## config.mk

```make
export PLATFORM = sky130hd
export DESIGN_NAME = steer_en_gen
export DESIGN_NICKNAME = d
export VERILOG_FILES = /design/src/rtl/steer_en_gen.sv
export SDC_FILE = /design/constraint.sdc
export NUM_CORES = 1
export LEC_CHECK = 0
export BUFFER_PORTS_ARGS = -buffer_cell sky130_fd_sc_hd__buf_2
export CAP_MARGIN = 25
export CORE_UTILIZATION = 40
export CTS_CLUSTER_DIAMETER = 100
export CTS_CLUSTER_SIZE = 10
export DETAILED_ROUTE_END_ITERATION = 7
export PLACE_DENSITY = 0.64
export SYNTH_ARGS = -nofsm -noshare
export SYNTH_HDL_FRONTEND = slang
export SYNTH_SLANG_ARGS = --single-unit
```

## constraint.sdc

```tcl
create_clock -name clk -period 7.1 [get_ports clk]
set_input_delay 0.355 -clock clk [delete_from_list [all_inputs] [get_ports clk]]
set_output_delay 0.355 -clock clk [all_outputs]
set_load 0.03 [all_outputs]
```

## src/rtl/steer_en_gen.sv

```systemverilog
// -----------------------------------------------------------------------------
// steer_en_gen
//
// Steering-enable controller. The rider is qualified from the left and right
// load-cell samples. The total weight has hysteresis. Before steering is
// enabled, the stance must stay balanced for a settle time. Steering is
// dropped if the rider leans too far to one side, or if the weight is lost.
//
// Parameters
//   LOAD_W        width of each load-cell sample
//   MIN_RIDER_WT  minimum lft+rght sum that qualifies a rider
//   WT_HYST       rider lost only when sum < MIN_RIDER_WT-WT_HYST
//   TMR_W         settle timer width
//   FAST_SIM      1: terminal count is the low 15 timer bits all ones
//   SETTLE_SHIFT  |diff| > sum>>SETTLE_SHIFT restarts the settle timer
//   STEER_SHIFT   |diff| > sum-(sum>>STEER_SHIFT) drops steering
//
// Ports
//   clk        system clock
//   rst_n      asynchronous active-low reset
//   lft_ld     left load-cell sample, unsigned
//   rght_ld    right load-cell sample, unsigned
//   ld_vld     one-clk strobe, lft_ld/rght_ld pair valid
//   en_steer   steering enabled (registered)
//   rider_off  no qualified rider (registered)
//   tmr_full   settle timer at terminal count (observe only)
// -----------------------------------------------------------------------------
module steer_en_gen #(
    parameter int                LOAD_W       = 12,
    parameter logic [LOAD_W-1:0] MIN_RIDER_WT = 12'h200,
    parameter logic [LOAD_W-1:0] WT_HYST      = 12'h040,
    parameter int                TMR_W        = 26,
    parameter int                FAST_SIM     = 0,
    parameter int                SETTLE_SHIFT = 2,
    parameter int                STEER_SHIFT  = 4
) (
    input  logic              clk,
    input  logic              rst_n,
    input  logic [LOAD_W-1:0] lft_ld,
    input  logic [LOAD_W-1:0] rght_ld,
    input  logic              ld_vld,
    output logic              en_steer,
    output logic              rider_off,
    output logic              tmr_full
);

    // One extra bit keeps lft+rght and |lft-rght| free of overflow.
    localparam int SUM_W = LOAD_W + 1;

    localparam logic [SUM_W-1:0] WT_OK_THR   = {1'b0, MIN_RIDER_WT};
    localparam logic [SUM_W-1:0] WT_LOST_THR = {1'b0, MIN_RIDER_WT} - {1'b0, WT_HYST};

    // The terminal count covers only the low 15 bits in fast-simulation builds.
    localparam int FULL_W = (FAST_SIM != 0) ? 15 : TMR_W;

    localparam logic [TMR_W-1:0] TMR_ONE = {{(TMR_W-1){1'b0}}, 1'b1};

    typedef enum logic [1:0] {
        IDLE,
        WAIT,
        STEER
    } state_t;

    state_t             state_reg;
    logic [TMR_W-1:0]   timer_reg;
    logic               en_steer_reg;
    logic               rider_off_reg;

    logic [SUM_W-1:0]   sum;
    logic [SUM_W-1:0]   abs_diff;
    logic [SUM_W-1:0]   settle_lim;
    logic [SUM_W-1:0]   use_lim;
    logic               wt_ok;
    logic               wt_lost;
    logic               diff_settle;
    logic               diff_use;

    assign sum = {1'b0, lft_ld} + {1'b0, rght_ld};

    // |lft - rght|. The larger operand is subtracted from, so the result is
    // never negative. The same value comes from negating a signed difference.
    assign abs_diff = (lft_ld >= rght_ld) ? ({1'b0, lft_ld}  - {1'b0, rght_ld})
                                          : ({1'b0, rght_ld} - {1'b0, lft_ld});

    assign settle_lim = sum >> SETTLE_SHIFT;
    assign use_lim    = sum - (sum >> STEER_SHIFT);

    assign wt_ok       = (sum >= WT_OK_THR);
    assign wt_lost     = (sum <  WT_LOST_THR);
    assign diff_settle = (abs_diff > settle_lim);
    assign diff_use    = (abs_diff > use_lim);

    // The timer stops counting at this value, so it is also the saturation
    // point.
    assign tmr_full = &timer_reg[FULL_W-1:0];

    // Single state machine. The outputs are registered and are loaded with
    // the decode of the state being entered. This keeps them in step with
    // state_reg, so en_steer and rider_off can never both be 1.
    always_ff @(posedge clk or negedge rst_n) begin
        if (!rst_n) begin
            state_reg     <= IDLE;
            timer_reg     <= '0;
            en_steer_reg  <= 1'b0;
            rider_off_reg <= 1'b1;
        end else begin
            case (state_reg)
                IDLE: begin
                    // The hysteresis band is not enough to leave IDLE.
                    // Full weight is required.
                    if (ld_vld && wt_ok) begin
                        state_reg     <= WAIT;
                        timer_reg     <= '0;
                        en_steer_reg  <= 1'b0;
                        rider_off_reg <= 1'b0;
                    end
                end

                WAIT: begin
                    // A valid sample wins over the timer in the same cycle.
                    // Weight loss wins over the balance checks.
                    if (ld_vld && wt_lost) begin
                        state_reg     <= IDLE;
                        timer_reg     <= '0;
                        en_steer_reg  <= 1'b0;
                        rider_off_reg <= 1'b1;
                    end else if (ld_vld && diff_settle) begin
                        timer_reg <= '0;
                    end else if (tmr_full) begin
                        state_reg     <= STEER;
                        en_steer_reg  <= 1'b1;
                        rider_off_reg <= 1'b0;
                    end else begin
                        timer_reg <= timer_reg + TMR_ONE;
                    end
                end

                STEER: begin
                    if (ld_vld && wt_lost) begin
                        state_reg     <= IDLE;
                        timer_reg     <= '0;
                        en_steer_reg  <= 1'b0;
                        rider_off_reg <= 1'b1;
                    end else if (ld_vld && diff_use) begin
                        state_reg     <= WAIT;
                        timer_reg     <= '0;
                        en_steer_reg  <= 1'b0;
                        rider_off_reg <= 1'b0;
                    end
                end

                default: begin
                    state_reg     <= IDLE;
                    timer_reg     <= '0;
                    en_steer_reg  <= 1'b0;
                    rider_off_reg <= 1'b1;
                end
            endcase
        end
    end

    assign en_steer  = en_steer_reg;
    assign rider_off = rider_off_reg;

endmodule

```

# Word level (Yosys, flattened, before mapping)

Index checks and enable logic that the tools add are counted.

Flip-flop bits (word level): 30
Input bits: 27
Output and inout bits: 3
Logic and storage cells: 56

Add/sub/neg operators: 5
Magnitude comparators: 5
Equality and inequality tests: 7
Muxes and demuxes: 27
Reduce and logical (&&, ||, !) cells: 8

Operators by type and width:

| operator              | number |
|---|---|
| $mux 26               | 6 |
| $pmux 26 s3           | 1 |
| $add 26x1->26 const B | 1 |
| $reduce_and 26->1     | 1 |
| $sub 12x12->13        | 2 |
| $add 12x12->13        | 1 |
| $ge 13x10->1 const B  | 1 |
| $gt 13x11->1          | 1 |
| $gt 13x13->1          | 1 |
| $lt 13x9->1 const B   | 1 |
| $mux 13               | 1 |
| $sub 13x9->13         | 1 |
| $ge 12x12->1          | 1 |
| $mux 2                | 6 |
| $mux 1                | 10 |
| $ne 3x3->1 const B    | 3 |
| $pmux 1 s3            | 2 |
| $pmux 2 s3            | 1 |
| $logic_and 1x1->1     | 4 |
| $ne 4x4->1 const B    | 1 |
| $reduce_and 4->1      | 1 |
| $reduce_and 3->1      | 1 |
| $eq 2x1->1 const B    | 1 |
| $eq 2x2->1 const B    | 1 |
| 2 further kinds       | 2 |

# Longest topological paths before layout

Gate-level depths: netlist of run 1.

Depth in word-level cells: 7
Gate-level depth with buffers: 27
Mapped depth without buffers: 25

# Worst setup path before layout of run 1

OpenSTA, ideal clock, no wires.

Kind: input to register
Start point: input lft_ld[1]
End point: register timer_reg[0]
Setup time: 125 ps
Arrival time: 5582 ps
Required time: 6975 ps
Slack: 1393 ps
Stages on the path: 25
Path buffers: 2
Cells stage by stage: inv_1 ha_1 nand2b_4 a221oi_2 nor2_2 o41ai_4 nor4_1 a211oi_2 clkbuf_1 ha_1 or2_2 a311oi_1 a2111oi_0 nor2_1 xor2_1 ha_1 nand2_1 o41ai_1 nor3_1 a21oi_1 a211o_2 a21o_4 buf_6 a31o_1 mux2_2

Word-level cells in the longest chain between the ends: 7
Elaborated cells between the ends (all ways): 22
Those cells by class: add/sub: 4; order compare: 5; eq/ne: 3; mux: 5; reduce/logical: 5

Ends and longest elaborated chain:

| element                                                | RTL line | RTL |
|---|---|---|
| start, declared                                        | 39       | `input logic [LOAD_W-1:0] lft_ld,` |
| branches (longest 7 deep; another with $add 12x12->13) | -        |  |
| end signal, assigned                                   | 134      | `timer_reg <= timer_reg + TMR_ONE;` |
| end, declared                                          | 65       | `logic [TMR_W-1:0] timer_reg;` |

Several ways; the timed one is not identified.
A chain may end at the register's enable or synchronous reset.

# Final worst setup path of run 1

Start point: input lft_ld[6]
End point: register timer_reg[22]

The elaborated chain is that of the path after synthesis.

==> impl_metrics.json, run 1 <==
{
  "status": "complete, no violations",
  "synth_area_leader_cell": "ha_1",
  "die_w_um": 116,
  "hold_viol_final": 0,
  "firstDrtPassIters": 5,
  "crit_path_start_kind": "primary input",
  "vias": 4774,
  "min_period_ns": 6.17,
  "grt_pass1_wl_mm": 21.5,
  "cp_slowest_cell": "a21oi_4",
  "cts_buffer_depth": 2,
  "ys_ff_latch": 29,
  "criticalPathCategory": "primary input to flop",
  "timing.fmax_mhz": 162,
  "routed_wl_mm": 13.0,
  "layout.area.seq_um2": 727,
  "crit_path_frequent_cell": "ha_1",
  "initial_core_util_pct": 41.1,
  "nets": 747,
  "ir_drop_uv": 137,
  "post_cts_buffers": 0,
  "first_global_vias": 4513,
  "synth_edf_count": 0,
  "rrSetupSlack_ns": 3.86,
  "syn-cell-area_um2": 5180,
  "skew_ns": 0.00618,
  "synthTopCellsByCount": "72 x ha_1, 59 x inv_1, 42 x nor2_1",
  "path_max_fanout": 27,
  "cts_resized": 0,
  "rsz0062_at_grt": "no",
  "cts_tree": "done",
  "drt_iter0_markers": 324,
  "period_share_pct": 86.9,
  "syn_to_final_growth_pct": 7.82,
  "drv_slew": 0,
  "multi_input_comb_area_um2": 4100,
  "reg2reg_from": "timer_reg[1]$_DFFE_PN0P_",
  "timing.rr.end": "timer_reg[21]$_DFFE_PN0P_",
  "critical_path.max_stage_delay_ns": 0.74,
  "cts_root_buffer": "clkbuf_16",
  "arrival_ns": 6.33,
  "ctsHtreeMaxLevel": 2,
  "design_area_um2": 5590,
  "diodes": 0,
  "synth_nets": 729,
  "hold_buffers": 0,
  "io_pins": 30,
  "grt_util_all_layers_pct": 20.0,
  "relSlewSlack_pct": 39.8,
  "grt-ovfl-total": 0,
  "coreArea_um2": 12600,
  "setup_viol": 0,
  "p_leak_uw": 0.00265,
  "fillers": 1274,
  "die_y_um": 116,
  "max_cap_violations": 0,
  "wl_per_cell_um": 15.9,
  "crit_family": "compound AO/OA/AOI/OAI gates",
  "worst_slew_pin_slew_ns": 0.901,
  "cp.buffers_inverters": 3,
  "place_congestion": 0.869,
  "post_dp_cell_area_um2": 5450,
  "ys_seq_area_share_pct": 14.0,
  "layout_setup_ws_ns": 0.930,
  "synth_area_leaders": "ha_1 17%, dfrtp_1 14%, inv_1 4.3%",
  "portBuffers": 29,
  "synth_top_cell_area_share_pct": 17.4,
  "drive_above_1_share_pct": 14.0,
  "die-area_um2": 13400,
  "grt_max_degree": 30,
  "drt-vias-per-instance": 5.85,
  "hp-class": "primary input to asynchronous set/reset pin",
  "clock-sinks": 29,
  "postSynth.asyncResetShare_pct": 100,
  "largest_reg_flops": 26,
  "yosysUniqueCellTypes": 89,
  "ant_nets": 0,
  "tns_ns": 0,
  "postSynthAreaPerCell_um2": 8.28,
  "r2r_cells": 10,
  "antenna_found_initial": 0,
  "rows": 41,
  "syn_inst": 626,
  "clk_latency_ns": 0.27,
  "cts_buffers": 5,
  "yosysMostFrequentCell": "ha_1",
  "dp_hpwl_mm": 10.2,
  "p_per_area_nw_per_um2": 226,
  "drc_errors": 0,
  "yosysWarnings": 0,
  "required_ns": 7.26,
  "path_clk_slew_ns": 0.05,
  "dp_slack_ns": 0.689,
  "cp-end-kind": "flop",
  "synthFlopType": "dfrtp_1"
}
[cells by family (layout without fill, tap and decap cells)]
logic type / count (synthesis) / after routing / share of synthesized area [%]
AND/OR/NAND/NOR: 201 / 201 / 22.1
adder cells (fa/ha/maj): 76 / 76 / 18.9
XOR/XNOR: 34 / 34 / 6.42
AO/OA/AOI/OAI: 186 / 186 / 28.1
buffers and inverters: 82 / 100 / 6.88
flip-flops: 29 / 29 / 14.0
multiplexers: 18 / 18 / 3.55
[worst max-delay path by stage]
stage	start	slack (ns)	cells after the start	end
floorplan	lft_ld[1]	1.39	25	timer_reg[0]$_DFFE_PN0P_
global placement	lft_ld[1]	0.79	23	timer_reg[22]$_DFFE_PN0P_
detailed placement	lft_ld[6]	0.69	24	timer_reg[22]$_DFFE_PN0P_
CTS	lft_ld[6]	0.98	24	timer_reg[22]$_DFFE_PN0P_
global route	lft_ld[6]	0.36	24	timer_reg[22]$_DFFE_PN0P_
finish	lft_ld[6]	0.93	25	timer_reg[22]$_DFFE_PN0P_
[cell type report]
type,count,share of cell area [%]
clock buffers,7,2.55
repair buffers,34,3.27
multi-input cells,515,73.4
flip-flops and latches,29,13.0
inverters,59,3.96
well taps,172,3.85
[per-layer routing]
metal	global-route usage, %	part of all wire (%)
met1	27.0	47
met2	33.4	48
met3	2.62	4.7
met4	5.13	0.94
met5	0	0
[worst reg2reg max path: cells and delay by family, from the launching register on]
kind / cells / cell delay, ns
flops: 1 / 0.37
compound gates: 1 / 0.21
simple gates: 8 / 2.33
fa+ha+maj: 1 / 0.20
[through the flow]
step | instances | util (%) | total power (uW) | hold slack [ns]
floorplan | 626 | - | 865 | 0.0594
global placement | 809 | 43.2 | 1030 | 0.421
detailed placement | 809 | 43.2 | 1050 | 0.428
CTS | 816 | 44.3 | 1270 | 0.139
global route | 816 | 44.3 | 1370 | 0.171
finish | 816 | 44.3 | 1260 | 0.114
[report_power, final]
| part | internal (uW) | switching (uW) | total, uW |
|---|---|---|---|
| registers | 179 | 12.9 | 192 |
| clock network | 137 | 69.5 | 207 |
| logic | 353 | 511 | 864 |
| total | 670 | 593 | 1260 |
[cell usage in the layout (no fill, tap or decap), drive strengths merged, types with 6 or more instances in the layout]
master	Yosys	layout
ha	72	72
inv	59	59
nor2	43	43
a21oi	43	43
buf	12	34
nand3	30	30
dfrtp	28	28
nand2	27	27
nor3	27	27
xnor2	24	24
a21o	18	18
o21ai	18	18
and3	17	17
a31oi	16	16
mux2i	15	15
a211oi	11	11
nand2b	10	10
o21a	9	9
nor2b	8	8
xor2	8	8
nand4	7	7
clkbuf	11	7
o31ai	6	6
nor4	6	6
No activity file was read; power rests on OpenSTA's default activity.
==> run 2: changes to the inputs <==
==> constraint.sdc (replaced) <==
create_clock -name clk -period 7 [get_ports clk]
set_input_delay 0.35 -clock clk [delete_from_list [all_inputs] [get_ports clk]]
set_output_delay 0.35 -clock clk [all_outputs]
set_load 0.03 [all_outputs]
==> run 2 against run 1 <==
Utilization up 0.12 points. Sequential power about the same. Register-to-register slack worse by 0.12 ns.
==> impl_metrics.json, run 2 (synthesis results as in run 1) <==
{
  "status": "complete, no violations",
  "clock-sinks": 29,
  "nets": 747,
  "layout_commonest_cell": "ha_1",
  "grt_max_degree": 30,
  "path_max_fanout": 27,
  "routed_wl_mm": 13.2,
  "cts_root_buffer": "clkbuf_16",
  "cp-end-kind": "flop",
  "diodes": 0,
  "hold_buffers": 0,
  "hp-class": "primary input to asynchronous set/reset pin",
  "grt_util_all_layers_pct": 19.9,
  "grt-ovfl-total": 0,
  "period_share_pct": 89.4,
  "ir_drop_uv": 162,
  "wl_per_cell_um": 16.2,
  "drt-vias-per-instance": 5.94,
  "rows": 41,
  "hold_viol_final": 0,
  "reg2reg_from": "timer_reg[1]$_DFFE_PN0P_",
  "cp.buffers_inverters": 3,
  "portBuffers": 29,
  "criticalPathCategory": "primary input to flop",
  "initial_core_util_pct": 41.1,
  "power.total_uw": 1300,
  "coreArea_um2": 12600,
  "largest_reg_flops": 26,
  "arrival_ns": 6.42,
  "firstDrtPassIters": 5,
  "post_cts_buffers": 0,
  "ctsHtreeMaxLevel": 2,
  "antenna_found_initial": 0,
  "r2r_cells": 10,
  "io_pins": 30,
  "tns_ns": 0,
  "p_leak_uw": 0.00266,
  "drt_iter0_markers": 332,
  "relSlewSlack_pct": 38.7,
  "ant_nets": 0,
  "die-area_um2": 13400,
  "max_cap_violations": 0,
  "crit_path_start_kind": "primary input",
  "vias": 4857,
  "first_global_vias": 4439,
  "skew_ns": 0.00560,
  "crit_chain": "buf_2 -> inv_1 -> ha_1 -> nor2b_1 -> or4_1 -> nor2_2 -> o41ai_4 -> xnor2_2 -> inv_1 -> ha_1 -> a21o_1 -> a311oi_1 -> a2111oi_0 -> nor2_1 -> xor2_1 -> ha_1 -> nand2_1 -> o41ai_1 -> nor3_1 -> a21oi_1 -> a211o_2 -> a21oi_4 -> o31ai_1 -> a22o_1",
  "syn_to_final_growth_pct": 8.11,
  "worst_slew_pin_slew_ns": 0.917,
  "drc_errors": 0,
  "path_clk_slew_ns": 0.05,
  "required_ns": 7.16,
  "p_per_area_nw_per_um2": 232,
  "timing.fmax_mhz": 160,
  "min_period_ns": 6.26,
  "cts_buffers": 5,
  "drv_slew": 0,
  "crit_path_frequent_cell": "ha_1",
  "mostFrequentLayoutCells": "72 x ha_1, 59 x inv_1, 42 x nor2_1, 40 x a21oi_1",
  "rsz0062_at_grt": "no",
  "timing.rr.end": "timer_reg[19]$_DFFE_PN0P_",
  "cp_slowest_cell": "a21oi_4",
  "critical_path.max_stage_delay_ns": 0.74,
  "critPathLaunch": "lft_ld[6]",
  "cts_buffer_depth": 2,
  "drive_above_1_share_pct": 14.3,
  "setup_viol": 0,
  "cts_tree": "done",
  "die_w_um": 116,
  "dp_hpwl_mm": 10.2,
  "place_congestion": 0.888,
  "clk_latency_ns": 0.28,
  "grt_pass1_wl_mm": 21.5,
  "rrSetupSlack_ns": 3.74,
  "cts_resized": 0,
  "crit_family": "compound AO/OA/AOI/OAI gates",
  "die_y_um": 116
}
==> run 2: cell count changes in the layout (fill, tap and decap cells not counted) <==
cell      delta
clkinv_2     +1
clkbuf_1     -1
clkbuf_8     +1
==> run 2: layout make-up <==
class                      instances  area, um2
fill                            1272       7020
multi-input combinational        515       4100
sequential                        29        727
inverter                          59        221
tap                              172        215
timing repair buffer              34        183
clock buffer                       7        153
clock inverter                     1       5.00
==> run 2: per-stage QoR <==
step	hold slack, ns	util, %	worst slack (ns)	cells	cell area (um2)
2_1_floorplan	0.0544	-	1.30	626	5180
3_3_place_gp	0.416	43.2	0.718	809	5450
3_5_place_dp	0.424	43.2	0.545	809	5450
4_1_cts	0.124	44.4	0.800	817	5600
5_1_grt	0.155	44.4	0.350	817	5600
6_report	0.107	44.4	0.739	817	5600
==> run 2: worst max path at each step <==
stage / end / slack (ns) / cells after the start
after detailed placement: timer_reg[22]$_DFFE_PN0P_ / 0.54 / 24
after CTS: timer_reg[5]$_DFFE_PN0P_ / 0.80 / 24
after global placement: timer_reg[22]$_DFFE_PN0P_ / 0.72 / 23
final: timer_reg[5]$_DFFE_PN0P_ / 0.74 / 24
after floorplan: timer_reg[0]$_DFFE_PN0P_ / 1.30 / 25
after global routing: timer_reg[12]$_DFFE_PN0P_ / 0.35 / 24
==> run 2: metal layers <==
| layer | routed length, um | share of wire [%] | vias to the layer above | global-route usage [%] |
|---|---|---|---|---|
| li1 | - | - | 2358 | - |
| met1 | 6350 | 48 | 2376 | 27.2 |
| met2 | 6250 | 47 | 113 | 33.8 |
| met3 | 542 | 4.1 | 10 | 1.99 |
| met4 | 94 | 0.71 | 0 | 4.19 |
| met5 | 0 | 0 | - | 0 |
==> run 2: power by group <==
| part | switching, uW | leakage, uW | internal, uW |
|---|---|---|---|
| Sequential | 13.3 | 0.000398 | 182 |
| Clock | 76.4 | 0.0000799 | 150 |
| Combinational | 519 | 0.00218 | 359 |
==> run 3: changes to the inputs <==
--- a/config.mk
+++ b/config.mk
@@ -7,11 +7,11 @@
 export LEC_CHECK = 0
 export BUFFER_PORTS_ARGS = -buffer_cell sky130_fd_sc_hd__buf_2
 export CAP_MARGIN = 25
-export CORE_UTILIZATION = 40
+export CORE_UTILIZATION = 50
 export CTS_CLUSTER_DIAMETER = 100
 export CTS_CLUSTER_SIZE = 10
 export DETAILED_ROUTE_END_ITERATION = 7
-export PLACE_DENSITY = 0.64
+export PLACE_DENSITY = 0.75
 export SYNTH_ARGS = -nofsm -noshare
 export SYNTH_HDL_FRONTEND = slang
 export SYNTH_SLANG_ARGS = --single-unit
==> run 3 against run 2 <==
Power down 5.6%. Largest power group unchanged. Clock skew down 0.0022 ns. Routed wire length down 3.7%. Final area down 2.0%. Fmax down 0.99%. Sequential share of layout area up 0.27 points. Clock-buffer cell count unchanged. Critical endpoint is now timer_reg[22]$_DFFE_PN0P_. Non-clock buffer count up 1. Hold slack worse by 0.0075 ns. Sequential cell count unchanged. Largest cell class unchanged. Highest routed layer unchanged.
==> impl_metrics.json, run 3 (synthesis results as in run 1) <==
{
  "status": "complete, no violations",
  "hp-class": "primary input to asynchronous set/reset pin",
  "wl_per_cell_um": 16.4,
  "grt_util_all_layers_pct": 23.9,
  "diodes": 0,
  "rows": 36,
  "cts_tree": "done",
  "required_ns": 7.16,
  "p_leak_uw": 0.00263,
  "cts_root_buffer": "clkbuf_8",
  "syn_to_final_growth_pct": 5.94,
  "swShare_pct": 49.3,
  "post_cts_buffers": 0,
  "crit_family": "compound AO/OA/AOI/OAI gates",
  "drv_slew": 0,
  "path_clk_slew_ns": 0.06,
  "hold_viol_final": 0,
  "path_max_fanout": 27,
  "arrival_ns": 6.49,
  "ant_nets": 0,
  "max_cap_violations": 0,
  "die_y_um": 104,
  "dp_hpwl_mm": 10.0,
  "routed_wl_mm": 12.8,
  "rsz0062_at_grt": "no",
  "cp.buffers_inverters": 3,
  "fillers": 921,
  "seq_power_share_pct": 16.0,
  "ctsHtreeMaxLevel": 2,
  "layout_commonest_cell": "ha_1",
  "drc_errors": 0,
  "hold_buffers": 0,
  "nets": 748,
  "mostFrequentLayoutCells": "72 x ha_1, 59 x inv_1, 42 x nor2_1, 40 x a21oi_1",
  "worst_slew_pin_slew_ns": 0.880,
  "setup_viol": 0,
  "portBuffers": 29,
  "grt_max_degree": 30,
  "firstDrtPassIters": 7,
  "cts_resized": 0,
  "antenna_found_initial": 0,
  "grt_pass1_wl_mm": 21.8,
  "timing.fmax_mhz": 158,
  "first_global_vias": 4573,
  "cts_buffer_depth": 2,
  "relSlewSlack_pct": 41.2,
  "pwr-share-clk_pct": 11.5,
  "io_pins": 30,
  "min_period_ns": 6.32,
  "place_congestion": 0.904,
  "coreArea_um2": 9910,
  "p_int_uw": 623,
  "criticalPathCategory": "primary input to flop",
  "drive_above_1_share_pct": 14.1,
  "largest_reg_flops": 26,
  "switching_power_uw": 604,
  "p_per_area_nw_per_um2": 223,
  "cts_buffers": 5,
  "crit_path_start_kind": "primary input",
  "crit_path_frequent_cell": "ha_1",
  "cp-end-kind": "flop",
  "die-area_um2": 10800,
  "ir_drop_uv": 88.3,
  "multi_input_comb_area_um2": 4100,
  "skew_ns": 0.00344,
  "clk_latency_ns": 0.28,
  "die_w_um": 104,
  "tns_ns": 0,
  "layout.area.seq_um2": 727,
  "fin_util_pct": 55.4,
  "drt_iter0_markers": 309,
  "drt-vias-per-instance": 6.26,
  "clock-sinks": 29,
  "critical_path.max_stage_delay_ns": 0.72,
  "period_share_pct": 90.3,
  "initial_core_util_pct": 52.3,
  "vias": 4872,
  "cp_slowest_cell": "a21oi_4",
  "grt-ovfl-total": 0,
  "pwr-share-comb_pct": 72.5
}
[run 3: cell count changes in the layout (fill, tap and decap cells not counted)]
| cell | previous run | this run |
|---|---|---|
| clkinv_2 | 1 | 0 |
| clkbuf_1 | 0 | 1 |
| buf_4 | 5 | 6 |
| clkbuf_8 | 2 | 6 |
| clkbuf_16 | 5 | 0 |
[run 3: metrics by stage]
step | instances | instance area (um2) | total power, uW | setup slack [ns] | hold WS (ns)
after CTS | 778 | 5490 | 1220 | 0.712 | 0.123
after floorplan | 626 | 5180 | 878 | 1.30 | 0.0544
after detailed placement | 771 | 5410 | 1070 | 0.422 | 0.423
after global routing | 778 | 5490 | 1340 | 0.197 | 0.161
after global placement | 771 | 5410 | 1040 | 0.666 | 0.413
final | 778 | 5490 | 1230 | 0.677 | 0.0998
[run 3: worst paths after layout]
path	start	to	slack, ns	depth (start not counted)
min reg2reg	timer_reg[1]$_DFFE_PN0P_	timer_reg[1]$_DFFE_PN0P_	0.55	1
max in group asynchronous	rst_n	timer_reg[1]$_DFFE_PN0P_	6.47	1
min	rst_n	timer_reg[10]$_DFFE_PN0P_	0.1	1
max reg2reg	timer_reg[1]$_DFFE_PN0P_	timer_reg[20]$_DFFE_PN0P_	3.77	11
min in group clk	timer_reg[1]$_DFFE_PN0P_	timer_reg[1]$_DFFE_PN0P_	0.55	1
max	lft_ld[6]	timer_reg[22]$_DFFE_PN0P_	0.68	25
[run 3: final cells by class]
class	count	area share (%)
Inverter	59	4.03
Multi-Input combinational cell	515	74.7
Clock buffer	7	1.57
Sequential cell	29	13.2
Timing Repair Buffer	35	3.46
Tap cell	133	3.03
[run 3: layer usage]
metal | track usage [%] | wire length, um | vias to the layer above
met1 | 35.4 | 6300 | 2329
met4 | 4.29 | 106 | 0
met3 | 1.57 | 607 | 15
li1 | - | - | 2362
met5 | 0 | 0 | -
met2 | 38.2 | 5740 | 166
[run 3: power by group through the flow]
stage | clock network (uW) | registers [uW] | logic, uW
after floorplan | 0 | 200 | 678
after global placement | 0 | 197 | 843
after detailed placement | 0 | 199 | 871
after CTS | 144 | 196 | 880
after global routing | 150 | 198 | 993
final | 141 | 196 | 889
